[src/rtl/muldiv_unit.sv]
`default_nettype none
// ============================================================================
// Module  : muldiv_unit
// Purpose : Iterative radix-2 RV32M multiply/divide unit for the EX stage.
// Revision: 1.0 - initial release
// ============================================================================
module muldiv_unit #(
  parameter int XLEN = 32
) (
  input  logic            clk,
  input  logic            rst,
  input  logic            start,
  input  logic [2:0]      fnc3,
  input  logic [XLEN-1:0] opa,
  input  logic [XLEN-1:0] opb,
  input  logic [4:0]      rd_i,
  input  logic            flush,
  output logic            stall,
  output logic            done,
  output logic [XLEN-1:0] result,
  output logic [4:0]      rd_o
);

  localparam int CW = $clog2(XLEN);
  localparam logic [CW-1:0]   LAST    = CW'(XLEN - 1);
  localparam logic [XLEN-1:0] MIN_NEG = {1'b1, {(XLEN-1){1'b0}}};

  typedef enum logic [1:0] {
    S_IDLE = 2'd0,
    S_BUSY = 2'd1,
    S_DONE = 2'd2
  } state_t;

  state_t r_state, w_state_next;

  logic [2:0]        r_fnc3;
  logic [4:0]        r_rd;
  logic              r_neg;
  logic [XLEN-1:0]   r_b;
  logic [2*XLEN-1:0] r_acc;
  logic [CW-1:0]     r_cnt;

  // Operand decode at launch
  logic            w_a_signed, w_b_signed, w_sa, w_sb, w_neg;
  logic [XLEN-1:0] w_mag_a, w_mag_b;
  logic            w_div_zero, w_ovf, w_special, w_launch;
  logic [XLEN-1:0] w_special_res;

  assign w_a_signed = (fnc3 == 3'b001) || (fnc3 == 3'b010) ||
                      (fnc3 == 3'b100) || (fnc3 == 3'b110);
  assign w_b_signed = (fnc3 == 3'b001) || (fnc3 == 3'b100) || (fnc3 == 3'b110);
  assign w_sa       = w_a_signed & opa[XLEN-1];
  assign w_sb       = w_b_signed & opb[XLEN-1];
  assign w_mag_a    = w_sa ? -opa : opa;
  assign w_mag_b    = w_sb ? -opb : opb;
  // Remainder takes the dividend's sign; everything else the product/quotient sign
  assign w_neg      = (fnc3 == 3'b110) ? w_sa : (w_sa ^ w_sb);

  assign w_div_zero = fnc3[2] && (opb == '0);
  assign w_ovf      = ((fnc3 == 3'b100) || (fnc3 == 3'b110)) &&
                      (opa == MIN_NEG) && (opb == '1);
  assign w_special  = w_div_zero || w_ovf;
  assign w_launch   = (r_state == S_IDLE) && start && !flush;

  always_comb begin
    w_special_res = '0;
    if (w_div_zero)
      w_special_res = fnc3[1] ? opa : '1;
    else if (!fnc3[1])
      w_special_res = MIN_NEG;
  end

  // One iteration: accumulator high half is partial product / remainder,
  // low half is multiplier / quotient being shifted in.
  logic [XLEN:0]     w_sum;
  logic [2*XLEN-1:0] w_mul_next;
  logic [XLEN:0]     w_shift, w_diff;
  logic [2*XLEN-1:0] w_div_next;
  logic [2*XLEN-1:0] w_acc_next;

  assign w_sum      = {1'b0, r_acc[2*XLEN-1:XLEN]} + (r_acc[0] ? {1'b0, r_b} : '0);
  assign w_mul_next = {w_sum, r_acc[XLEN-1:1]};

  assign w_shift    = r_acc[2*XLEN-1:XLEN-1];
  assign w_diff     = w_shift - {1'b0, r_b};
  assign w_div_next = w_diff[XLEN] ?
                      {w_shift[XLEN-1:0], r_acc[XLEN-2:0], 1'b0} :
                      {w_diff[XLEN-1:0],  r_acc[XLEN-2:0], 1'b1};

  assign w_acc_next = r_fnc3[2] ? w_div_next : w_mul_next;

  // Final sign correction and result selection
  logic [2*XLEN-1:0] w_prod_fix;
  logic [XLEN-1:0]   w_quo_fix, w_rem_fix, w_final;

  assign w_prod_fix = r_neg ? -w_acc_next : w_acc_next;
  assign w_quo_fix  = r_neg ? -w_acc_next[XLEN-1:0] : w_acc_next[XLEN-1:0];
  assign w_rem_fix  = r_neg ? -w_acc_next[2*XLEN-1:XLEN] : w_acc_next[2*XLEN-1:XLEN];

  always_comb begin
    w_final = '0;
    case (r_fnc3)
      3'b000:                 w_final = w_prod_fix[XLEN-1:0];
      3'b001, 3'b010, 3'b011: w_final = w_prod_fix[2*XLEN-1:XLEN];
      3'b100, 3'b101:         w_final = w_quo_fix;
      default:                w_final = w_rem_fix;
    endcase
  end

  // State machine
  always_ff @(posedge clk or posedge rst) begin
    if (rst) r_state <= S_IDLE;
    else     r_state <= w_state_next;
  end

  always_comb begin
    w_state_next = r_state;
    case (r_state)
      S_IDLE: if (start && !flush) w_state_next = w_special ? S_DONE : S_BUSY;
      S_BUSY: begin
        if (flush)              w_state_next = S_IDLE;
        else if (r_cnt == LAST) w_state_next = S_DONE;
      end
      S_DONE:  w_state_next = S_IDLE;
      default: w_state_next = S_IDLE;
    endcase
  end

  assign stall = !rst && (w_launch || (r_state == S_BUSY));

  // Datapath and registered outputs
  always_ff @(posedge clk or posedge rst) begin
    if (rst) begin
      r_fnc3 <= '0;
      r_rd   <= '0;
      r_neg  <= 1'b0;
      r_b    <= '0;
      r_acc  <= '0;
      r_cnt  <= '0;
      result <= '0;
      rd_o   <= '0;
      done   <= 1'b0;
    end else begin
      done <= 1'b0;
      case (r_state)
        S_IDLE: begin
          if (w_launch) begin
            r_fnc3 <= fnc3;
            r_rd   <= rd_i;
            r_neg  <= w_neg;
            r_cnt  <= '0;
            r_b    <= fnc3[2] ? w_mag_b : w_mag_a;
            r_acc  <= {{XLEN{1'b0}}, (fnc3[2] ? w_mag_a : w_mag_b)};
            if (w_special) begin
              result <= w_special_res;
              rd_o   <= rd_i;
              done   <= 1'b1;
            end
          end
        end
        S_BUSY: begin
          if (!flush) begin
            r_acc <= w_acc_next;
            r_cnt <= r_cnt + CW'(1);
            if (r_cnt == LAST) begin
              result <= w_final;
              rd_o   <= r_rd;
              done   <= 1'b1;
            end
          end
        end
        default: ;
      endcase
    end
  end

endmodule
`default_nettype wire

[config.mk]
export PLATFORM = sky130hd
export DESIGN_NAME = muldiv_unit
export DESIGN_NICKNAME = d
export VERILOG_FILES = /design/src/rtl/muldiv_unit.sv
export SDC_FILE = /design/constraint.sdc
export NUM_CORES = 1
export LEC_CHECK = 0
export CAP_MARGIN = 15
export CORE_ASPECT_RATIO = 1.4
export CORE_MARGIN = 5
export CORE_UTILIZATION = 55
export DETAILED_ROUTE_END_ITERATION = 8
export DONT_BUFFER_PORTS = 1
export PLACE_DENSITY_LB_ADDON = 0.2
export SLEW_MARGIN = 20
export SYNTH_ARGS = -nofsm -noshare
export SYNTH_HDL_FRONTEND = slang
export SYNTH_SLANG_ARGS = --single-unit
export TNS_END_PERCENT = 30
[constraint.sdc]
create_clock -name clk -period 5.45 [get_ports clk]
set_input_delay 0.8175 -clock clk [delete_from_list [all_inputs] [get_ports clk]]
set_output_delay 0.8175 -clock clk [all_outputs]
set_load 0.02 [all_outputs]
After elaboration in Yosys (flattened, before gate mapping)
Index checks and enable logic that the tools add are counted.
Widths: inputs -> output; s select.
{"block": "word_totals", "regBits": 150, "elab_cells": 108}
{"block": "classes", "muxes": 41, "n_reduce_logical": 27, "add_sub_neg": 8, "eq_ne": 19, "n_bitwise": 3}
{"op": "$mux 32", "n": 14}
{"op": "$mux 64", "n": 5}
{"op": "$neg 32->32", "n": 4}
{"op": "$pmux 64 s2", "n": 1}
{"op": "$pmux 32 s3", "n": 1}
{"op": "$eq 32x32->1 const B", "n": 2}
{"op": "$neg 64->64", "n": 1}
{"op": "$pmux 32 s2", "n": 1}
{"op": "$add 32x32->33", "n": 1}
{"op": "$sub 33x32->33", "n": 1}
{"op": "$logic_not 32->1", "n": 1}
{"op": "$mux 5", "n": 6}
{"op": "$pmux 5 s2", "n": 2}
{"op": "$eq 3x3->1 const B", "n": 4}
{"op": "$eq 3x2->1 const B", "n": 3}
{"op": "$logic_or 1x1->1", "n": 8}
{"op": "$mux 2", "n": 4}
{"op": "$ne 2x2->1 const B", "n": 4}
{"op": "$logic_and 1x1->1", "n": 7}
{"op": "$eq 3x1->1 const B", "n": 2}
{"op": "$add 5x1->5 const B", "n": 1}
{"op": "$eq 5x5->1 const B", "n": 1}
{"op": "$mux 1", "n": 5}
{"op": "$reduce_and 5->1", "n": 1}
{"op": "other kinds (15)", "n": 18}

Logic depth before layout (Yosys ltp)
Gate-level depths: netlist of the first run.
{"block": "logic_depth", "depth_word": 9, "ltp_mapped": 25}

Least setup slack after synthesis of the first run
No wires, ideal clock.
{"block": "synth_path", "path_type": "register -> register", "startpoint": "register r_acc[54]", "endpoint": "register result[24]", "path_buffers": 3, "path_stages_with_launch": 21, "path_slack_ns": 0.760, "period_less_slack_ns": 4.690, "required_ns": 5.318, "arrival_time_ns": 4.558, "path_cell_list": "dfrtp_1 > ha_1 > and3_1 > buf_6 > and3_4 > a221o_1 > a21o_1 > a211o_2 > buf_6 > o211ai_1 > nand3_1 > inv_1 > ha_1 > o31ai_1 > nor4_2 > nand4_1 > clkbuf_1 > o31ai_1 > xor2_1 > a221oi_1 > o21ai_0"}
{"block": "synth_via", "elab_chain_len": 9, "word_cells_on_any_way": 14, "classes_between": "add/sub: 5; mux: 9"}
{"item": "from (decl)", "line_no": "40", "rtl": "logic [2*XLEN-1:0] r_acc;"}
{"item": "from (signal assigned)", "line_no": "153", "rtl": "r_acc <= {{XLEN{1'b0}}, (fnc3[2] ? w_mag_a : w_mag_b)};"}
{"item": "from (signal assigned)", "line_no": "163", "rtl": "r_acc <= w_acc_next;"}
{"item": "$sub 33x32->33", "line_no": "85", "rtl": "assign w_diff = w_shift - {1'b0, r_b};"}
{"item": "$mux 64", "line_no": "86", "rtl": "assign w_div_next = w_diff[XLEN] ?"}
{"item": "$mux 64 (*)", "line_no": "90", "rtl": "assign w_acc_next = r_fnc3[2] ? w_div_next : w_mul_next;"}
{"item": "$neg 64->64 (tied with other cells)", "line_no": "96", "rtl": "assign w_prod_fix = r_neg ? -w_acc_next : w_acc_next;"}
{"item": "$mux 64 (tied with other cells)", "line_no": "96"}
{"item": "$pmux 32 s3 (*)", "line_no": "102", "rtl": "case (r_fnc3)"}
{"item": "$mux 32 (*)", "line_no": "165", "rtl": "if (r_cnt == LAST) begin"}
{"item": "$mux 32 (*)", "line_no": "162", "rtl": "if (!flush) begin"}
{"item": "$pmux 32 s2 (*)", "line_no": "145", "rtl": "case (r_state)"}
{"item": "to (signal assigned)", "line_no": "155", "rtl": "result <= w_special_res;"}
{"item": "to (signal assigned)", "line_no": "166", "rtl": "result <= w_final;"}
{"item": "to (decl)", "line_no": "20", "rtl": "output logic [XLEN-1:0] result,"}
Mark *: on every way between the ends. The rest lies on a longest branch, timed or not. The select of a mux whose other input is x is not followed.
A chain may end at the register's enable or synchronous reset.

Worst setup path in the final report of the first run
{"block": "layout_path", "startpoint": "register r_acc[31]", "endpoint": "register result[19]"}
Same word-level chain as after synthesis.

==> results of run 1 <==
[logic make-up (layout without fill, tap and decap cells)]
group	after synthesis	count (layout)	share of synthesized area
flops	150	150	0.2315
simple gates	786	786	0.2364
compound gates	719	719	0.2873
buf+inv	207	236	0.05139
fa+ha+maj	73	73	0.05726
mux	54	54	0.03411
xor+xnor	189	189	0.1021
[worst max-delay path, cell delays in order (launching register included)]
cell      delay [ps]
dfrtp_1          420
inv_1             80
ha_1             200
inv_1             70
fa_1             260
a211oi_2         110
o211ai_1         360
buf_4            210
a211oi_2          80
or3_1            390
and2_1           210
buf_4            160
nor2_4           410
o221ai_2         390
nor3_2           340
buf_4            160
nand2_1           70
o41ai_1          420
xnor2_1          120
a221oi_1         450
o221ai_1         170
[routing by layer]
metal / global-route usage / routed length [µm] / vias up / part of all wire
met5: 0 / 0 / - / 0
met4: 0.2812 / 5591 / 0 / 0.082
met3: 0.08212 / 5429 / 255 / 0.079
met2: 0.7082 / 33250 / 897 / 0.49
met1: 0.4510 / 24220 / 8352 / 0.35
li1: - / - / 8007 / -
[how the worst max path moves through the flow]
| stage | from | end | depth (start not counted) |
|---|---|---|---|
| 2_1_floorplan | rst | done | 1 |
| 3_3_place_gp | r_acc[31] | result[28] | 24 |
| 3_5_place_dp | r_acc[31] | result[28] | 24 |
| 4_1_cts | r_acc[31] | result[28] | 24 |
| 5_1_grt | r_acc[31] | result[31] | 20 |
| 6_report | r_acc[31] | result[19] | 20 |
[metrics by stage]
stage,hold slack [ps],total power [mW]
CTS,346.7,13.83
finish,325.9,14.20
floorplan,445.0,8.842
global route,376.6,15.01
global placement,457.1,12.46
detailed placement,466.1,12.55
[cell usage in the layout (no fill, tap or decap), types with 10 or more instances in the layout]
| cell | instances |
|---|---|
| inv_1 | 69 |
| dfrtp_1 | 148 |
| xnor2_1 | 120 |
| or3_1 | 17 |
| nand2b_1 | 24 |
| o211ai_1 | 37 |
| nor3_1 | 67 |
| a31oi_1 | 15 |
| a21o_1 | 19 |
| a22o_1 | 21 |
| nor2_1 | 167 |
| clkbuf_16 | 17 |
| and3_1 | 16 |
| o41ai_1 | 11 |
| nand3_1 | 44 |
| o221ai_1 | 40 |
| nand4_1 | 37 |
| a221oi_1 | 15 |
| o22ai_1 | 10 |
| a211oi_1 | 24 |
| ha_1 | 71 |
| xor2_1 | 69 |
| a21oi_1 | 183 |
| and2_1 | 44 |
| o31ai_1 | 24 |
| nand2_1 | 268 |
| mux2_2 | 10 |
| mux2i_1 | 44 |
| o21bai_1 | 11 |
| o21ai_0 | 217 |
| nor2b_1 | 20 |
| buf_4 | 133 |
| nor4_1 | 20 |
[power by group through the flow]
stage                     Sequential [mW]  Clock [mW]  Combinational [mW]
after floorplan                      1.88           0                6.96
after global placement               2.09           0                10.4
after detailed placement             2.11           0                10.4
after CTS                            2.09        1.20                10.5
after global routing                 2.16        1.24                11.6
final                                2.12        1.20                10.9
[sequential cells by signal (all words and copies together), names as in the netlist, 2 cells and up]
register and count:
r_acc 64, r_b 32, r_cnt 5, r_fnc3 3, r_rd 5, r_state 2, rd_o 5, result 32
[timing repair]
item	in CTS	in global routing
gates resized for setup	0	9
hold endpoints to repair	0	0
setup endpoints to repair	0	13
buffers inserted	0	2
[final cells by class]
cell class | instances | area [µm²] | share of cell area
Sequential cell | 150 | 3759 | 0.2113
Tap cell | 380 | 475.5 | 0.02673
Clock buffer | 18 | 439.2 | 0.02469
Timing Repair Buffer | 134 | 1018 | 0.05725
Clock inverter | 14 | 136.4 | 0.007666
Multi-Input combinational cell | 1821 | 11690 | 0.6573
Inverter | 70 | 267.8 | 0.01505
==> results_dict.tcl, run 1 <==
set metrics [dict create \
    yosys_register_bits 150 \
    reg2reg_from "r_acc[31]" \
    status "completed" \
    pwr-share-clk 0.085 \
    async_flop_share 1.000 \
    post-route-period-util 0.9600 \
    diodes 0 \
    worstSetupPathType "flop to flop" \
    antenna_found_initial 1 \
    fin_area_um2 17790 \
    vias 17510 \
    fillers 2755 \
    ir_drop_mv 0.4082 \
    wirelength_um 68490 \
    synth_edf_count 0 \
    final_cells 2587 \
    setup_violations 0 \
    synth.yosys.seq_area_share 0.2315 \
    final_max_slew_viol_count 0 \
    syn_area_um2 16210 \
    fp.dieW_um 155.1 \
    cts-hold-fix-buffers 0 \
    synth_flop_cell "dfrtp_1" \
    p_comb_frac 0.766 \
    reg2reg_to "result[19]" \
    synth_cell_types 94 \
    path_clk_slew_ps 70 \
    reg2regPathDepth 20 \
    final.min_clock_period_ps 5232 \
    grt_max_degree 101 \
    postRouteAntennaNets 0 \
    hold_viol 0 \
    grt_usage 0.4096 \
    skew_ps 10.32 \
    yosysTopAreaCellShare 0.2315 \
    ioPinCount 115 \
    insertion_delay_ps 460 \
    drc 0 \
    io_buffers 0 \
    relSlewSlack 0.3351 \
    drt-pass1-iter-count 8 \
    drt_iter0_markers 1922 \
    post_route_cells_drive_above_1_share 0.1083 \
    die-area_um2 33060 \
    worst_slack_ps 218.0 \
    synth_nets 2327 \
    initial_core_util 0.5559 \
    synth_area_per_cell_um2 7.445 \
    cts_tree "yes" \
    yosys_warnings 0 \
    min_path_type "input port to async pin" \
    max_freq_ghz 0.1911 \
    p_sw_frac 0.5631 \
    pre_cts_slack_ps 76.48 \
    synth.largest_area_cell "dfrtp_1" \
    grt_overflow 0 \
    placed_cell_area_um2 17150 \
    netSwitchingPower_mw 7.997 \
    yosysMostFrequentCell "nand2_1" \
    synthToLayoutAreaGrowth_pct 9.715 \
    place_hpwl_um 54020 \
    required_ps 5750 \
    seqPwrFrac 0.149 \
    grt_pass1_wl_um 103000 \
    cts.sinks 150 \
    arrival_ps 5530 \
    root_buffer "clkbuf_16" \
    crit_fanout 14 \
    first_global_vias 17170 \
    clock_tree.buffer_depth 2 \
    dp.cells 2553 \
    internal-power_mw 6.204 \
    die_h_um 213.2 \
    numCtsBuffers 17 \
    synthTopCellsByArea "dfrtp_1 23%, o21ai_0 6.7%, xnor2_1 6.5%" \
    synth_common_cells "268 x nand2_1, 217 x o21ai_0, 183 x a21oi_1" \
    power.density_nw_per_um2 798.3 \
    htreeDepth 4 \
    tns_ps 0 \
    r2r_slack_ps 220 \
    routedWlPerCell_um 26.47 \
    coreArea_um2 29170 \
    rsz0062_at_grt "yes" \
    num-nets-final 2343 \
    syn_inst 2178 \
    num_rows 74 \
    final_core_util 0.6100 \
    total_leakage_power_nw 7.356 \
    cap_violations 0 \
    end_kind "flop" \
    worstSetupStartpointType "flop" \
    vias_per_cell 6.769 \
    tightest_slew_ps 995.0 \
    gp_congestion 1.102 \
]
Power figures use the tool's default switching activity.
==> inputs of run 2 (changes only) <==
==> constraint.sdc (replaced) <==
create_clock -name clk -period 6.7 [get_ports clk]
set_input_delay 1.005 -clock clk [delete_from_list [all_inputs] [get_ports clk]]
set_output_delay 1.005 -clock clk [all_outputs]
set_load 0.02 [all_outputs]
==> results_dict.tcl, run 2 (synthesis gave the netlist of run 1 again) <==
set metrics [dict create \
    grt_pass1_wl_um 101700 \
    gp_congestion 1.056 \
    slowest_delay_ps 440 \
    end_kind "flop" \
    die-area_um2 33060 \
    grtUsageMet3 0.09955 \
    hold_viol 0 \
    ioPinCount 115 \
    num-nets-final 2250 \
    ir_drop_mv 0.3689 \
    min_path_cells 2 \
    cts-hold-fix-buffers 0 \
    reg2reg_to "result[22]" \
    min_to "r_rd[3]" \
    path_clk_slew_ps 70 \
    path_buf_inv 4 \
    final_max_slew_viol_count 0 \
    reg2reg_from "r_acc[31]" \
    fillers 2848 \
    drt-pass1-iter-count 6 \
    tightest_slew_ps 1085 \
    crit_fanout 17 \
    postRouteAntennaNets 0 \
    initial_core_util 0.5559 \
    vias 17180 \
    required_ps 7050 \
    fp.dieW_um 155.1 \
    final.min_clock_period_ps 5918 \
    grt.busiest_layer "met2" \
    rsz0062_at_grt "no" \
    cts_setup_buffers 0 \
    die_h_um 213.2 \
    r2r_slack_ps 780 \
    cts_resized 0 \
    coreArea_um2 29170 \
    grt_max_degree 101 \
    insertion_delay_ps 470 \
    crit_family "compound AO/OA/AOI/OAI gates" \
    largest_register "r_acc" \
    drt_iter0_markers 1741 \
    root_buffer "clkbuf_16" \
    setup_violations 0 \
    first_global_vias 16610 \
    multi_input_area_um2 11640 \
    total_leakage_power_nw 6.888 \
    crit_top_cell "inv_1" \
    gr-usage-met2 0.6838 \
    final_cell_mix "268 x nand2_1, 217 x o21ai_0, 183 x a21oi_1" \
    drc 0 \
    antenna_found_initial 1 \
    layout_commonest_cell "nand2_1" \
    worstSetupPathType "flop to flop" \
    io_buffers 0 \
    clock_tree.buffer_depth 2 \
    seq_area_um2 3759 \
    cts.sinks 150 \
    largest_reg_flops 64 \
    place_hpwl_um 53200 \
    numCtsBuffers 17 \
    tns_ps 0 \
    crit_chain "inv_1, ha_1, inv_1, fa_1, a211oi_1, o211ai_1, nand4_1, a211oi_2, a211o_2, nor3_4, a21o_1, inv_1, ha_1, o211ai_1, nor4_1, nand2_1, inv_1, a21oi_1, nor2_1, nand3_1, o31ai_1, xor2_1, o21ai_0, a221o_1" \
    status "completed" \
    total_power_mw 10.89 \
    post_route_cells_drive_above_1_share 0.06436 \
    relSlewSlack 0.2764 \
    min_path_type "flop to flop" \
    max_freq_ghz 0.1690 \
    grt_overflow 0 \
    post-route-period-util 0.8833 \
    htreeDepth 4 \
    synthToLayoutAreaGrowth_pct 5.255 \
    skew_ps 12.27 \
    hp-start "r_rd[3]" \
    power.density_nw_per_um2 637.9 \
    arrival_ps 6260 \
    grt_usage 0.4059 \
    worstSetupStartpointType "flop" \
    wirelength_um 67610 \
    reg_top3 "r_acc x64, r_b x32, result x32" \
    cts_tree "yes" \
    reg2regPathDepth 24 \
    num_rows 74 \
    grt_util_met1 0.4427 \
    critPathSlowestCell "a211o_2" \
    routedWlPerCell_um 27.11 \
    vias_per_cell 6.887 \
    cap_violations 0 \
]
-- run 2: cell count changes in the layout (fill, tap and decap cells not counted), moves of 2 or more --
cell and change:
buf_4 -94, inv_8 -2, clkinvlp_4 +3, inv_6 -2, clkinv_2 -2, a211oi_2 -2
a211oi_1 +3
-- run 2: worst max path at each step --
stage | start | to | slack (ps) | cells past startpoint
floorplan | rst | done | 1660 | 1
global placement | r_acc[31] | result[30] | 970 | 17
detailed placement | r_acc[31] | result[30] | 850 | 17
CTS | r_acc[31] | result[30] | 840 | 17
global route | r_acc[31] | result[30] | 280 | 24
finish | r_acc[31] | result[22] | 780 | 24
-- run 2: worst reg2reg max path, cell delays in order (launching register included) --
cell	delay, ps
dfrtp_1	420
inv_1	80
ha_1	190
inv_1	60
fa_1	230
a211oi_1	110
o211ai_1	410
nand4_1	300
a211oi_2	400
a211o_2	450
nor3_4	70
a21o_1	190
inv_1	60
ha_1	180
o211ai_1	170
nor4_1	440
nand2_1	340
inv_1	180
a21oi_1	110
nor2_1	250
nand3_1	210
o31ai_1	400
xor2_1	170
o21ai_0	90
a221o_1	290
-- run 2: stage by stage --
stage | std cells | utilization | hold slack (ps) | setup slack [ps] | area [µm²]
2_1_floorplan | 2178 | - | 445.0 | 1659 | 16210
3_3_place_gp | 2460 | 0.5637 | 457.1 | 973.9 | 16440
3_5_place_dp | 2460 | 0.5637 | 462.4 | 850.7 | 16440
4_1_cts | 2491 | 0.5834 | 479.6 | 837.8 | 17020
5_1_grt | 2493 | 0.5851 | 508.0 | 278.4 | 17060
6_report | 2494 | 0.5852 | 479.9 | 782.0 | 17070
-- run 2: layer usage --
| metal | part of all wire | wire length (µm) | up-vias |
|---|---|---|---|
| met3 | 0.086 | 5831 | 274 |
| met2 | 0.47 | 32100 | 903 |
| met4 | 0.089 | 6026 | 2 |
| met5 | 0.00016 | 11 | - |
| li1 | - | - | 7839 |
| met1 | 0.35 | 23650 | 8157 |
-- run 2: power breakdown --
part,internal [mW],total (mW),switching (mW)
Sequential,1.24,1.71,0.470
Combinational,2.70,8.19,5.49
Clock,0.550,0.982,0.433
-- run 2: layout make-up --
type,count,share of cell area
multi-input cells,1821,0.6823
flip-flops and latches,150,0.2202
well taps,380,0.02786
clock buffers,18,0.02515
repair buffers,41,0.01994
inverters,70,0.01569
clock inverters,13,0.008651
diodes,1,0.0001466
==> inputs of run 3 (changes only) <==
--- a/config.mk
+++ b/config.mk
@@ -11,6 +11,7 @@
 export CORE_UTILIZATION = 55
 export DETAILED_ROUTE_END_ITERATION = 8
 export DONT_BUFFER_PORTS = 1
+export GPL_TIMING_DRIVEN = 0
 export PLACE_DENSITY_LB_ADDON = 0.2
 export SLEW_MARGIN = 20
 export SYNTH_ARGS = -nofsm -noshare
==> results_dict.tcl, run 3 (synthesis gave the netlist of run 1 again) <==
set metrics [dict create \
    arrival_ps 7160 \
    hold_viol 0 \
    placed_cell_area_um2 16740 \
    total_power_mw 11.60 \
    final_cells 2594 \
    drc 0 \
    vias 18310 \
    grt.busiest_layer "met2" \
    coreArea_um2 29170 \
    ioPinCount 115 \
    insertion_delay_ps 480 \
    io_buffers 0 \
    pwr-share-clk 0.088 \
    grt_pass1_wl_um 113400 \
    post-route-period-util 1.020 \
    die-area_um2 33060 \
    cts.sinks 150 \
    routedWlPerCell_um 29.98 \
    layout_commonest_cell "nand2_1" \
    wirelength_um 77770 \
    cap_violations 0 \
    status "finished with violations" \
    required_ps 7030 \
    seqPwrFrac 0.150 \
    synthToLayoutAreaGrowth_pct 7.130 \
    path_clk_slew_ps 70 \
    vias_per_cell 7.057 \
    postRouteAntennaNets 0 \
    htreeDepth 4 \
    rsz0062_at_grt "yes" \
    tightest_slew_ps 1129 \
    fin_area_um2 17370 \
    antenna_found_initial 8 \
    worstSetupStartpointType "flop" \
    worst_slack_ps -134.4 \
    p_comb_frac 0.761 \
    reg_top3 "r_acc x64, r_b x32, result x32" \
    gr-usage-met2 0.7691 \
    end_kind "flop" \
    final_max_slew_viol_count 0 \
    drt_iter0_markers 2333 \
    num-nets-final 2348 \
    grt_util_met1 0.4635 \
    skew_ps 13.62 \
    root_buffer "clkbuf_16" \
    cts-hold-fix-buffers 0 \
    largest_register "r_acc" \
    num_rows 74 \
    largest_reg_flops 64 \
    post_route_cells_drive_above_1_share 0.05244 \
    p_sw_frac 0.6120 \
    first_global_vias 17690 \
    grtUsageMet3 0.1283 \
    fp.dieW_um 155.1 \
    grt_max_degree 93 \
    max_freq_ghz 0.1463 \
    final_core_util 0.5956 \
    die_h_um 213.2 \
    place_hpwl_um 63020 \
    crit_fanout 10 \
    worstSetupPathType "flop to flop" \
    final.min_clock_period_ps 6834 \
    min_path_type "input port to async pin" \
    relSlewSlack 0.2474 \
    setup_violations 3 \
    numCtsBuffers 17 \
    final_cell_mix "268 x nand2_1, 216 x o21ai_0, 183 x a21oi_1" \
    initial_core_util 0.5559 \
    total_leakage_power_nw 6.952 \
    power.density_nw_per_um2 667.8 \
    failed_checks "negative setup slack" \
    drt-pass1-iter-count 6 \
    internal-power_mw 4.501 \
    cts_tree "yes" \
    netSwitchingPower_mw 7.099 \
    ir_drop_mv 0.2548 \
    clock_tree.buffer_depth 2 \
    grt_usage 0.4628 \
    grt_overflow 0 \
    dp.cells 2560 \
    gp_congestion 1.096 \
]
run 3: cell types whose count changed in the layout (fill, tap and decap cells not counted), moves of 2 or more:
cell / change
clkbuf_1: +102
buf_4: -36
buf_2: +15
buf_1: +14
buf_6: +4
clkinvlp_4: -3
dfrtp_1: +2
inv_8: +2
nor2_1: +2
run 3: path summary, 6_finish.rpt:
| kind | from | end | slack [ps] | depth (start not counted) |
|---|---|---|---|---|
| max in group asynchronous | rst | r_acc[5] | 5480 | 2 |
| worst max-delay path | r_fnc3[2] | result[15] | -130 | 12 |
| min in group clk | r_rd[4] | r_rd[4] | 490 | 2 |
| worst min register to register | r_rd[4] | r_rd[4] | 490 | 2 |
| worst min-delay path | rst | r_acc[58] | 400 | 1 |
| worst max register to register | r_fnc3[2] | result[15] | -130 | 12 |
run 3: area by class of cell:
type,instances,area (µm²)
clock inverter,13,157.7
clock buffer,19,442.9
multi-input combinational,1821,11660
sequential,150,3754
buffer,137,570.5
timing repair buffer,2,35.03
antenna,2,5.005
fill,2773,11800
tap,380,475.5
inverter,70,270.3
run 3: power groups by stage:
stage,Clock (mW),Combinational (mW),Sequential [mW]
CTS,1.02,8.42,1.71
global placement,0,8.27,1.72
floorplan,0,5.66,1.53
finish,1.02,8.83,1.74
detailed placement,0,8.35,1.73
global route,1.06,9.25,1.77
run 3: repair_timing:
action | CTS | global route
gates resized for setup | 1 | 3
endpoints found under the setup margin | 1 | 7
pin swaps | 0 | 1
setup buffers | 0 | 0
cloned | 0 | 0
run 3: metrics by stage:
| stage | hold WS, ps | setup TNS, ps | setup slack (ps) |
|---|---|---|---|
| finish | 402.3 | -232.9 | -134.4 |
| global route | 446.8 | -77.54 | -77.54 |
| CTS | 423.4 | 0 | 108.3 |
| detailed placement | 461.7 | -20.87 | -20.87 |
| global placement | 457.7 | -88.13 | -4.662 |
| floorplan | 445.0 | 0 | 1659 |
run 3: critical path: stages (launching register included):
cell and delay (ps):
dfrtp_1 490, buf_2 350, clkbuf_1 740, clkbuf_1 600, clkbuf_1 730, clkbuf_1 640
clkbuf_1 660, clkbuf_1 880, mux2i_1 280, xnor2_1 790, a21oi_1 160, o221ai_1 180
o211ai_1 160
run 3: metal layers:
metal | vias up | share of wire
met5 | - | 0.0011
met2 | 1254 | 0.47
met3 | 442 | 0.093
li1 | 8049 | -
met1 | 8552 | 0.32
met4 | 10 | 0.12
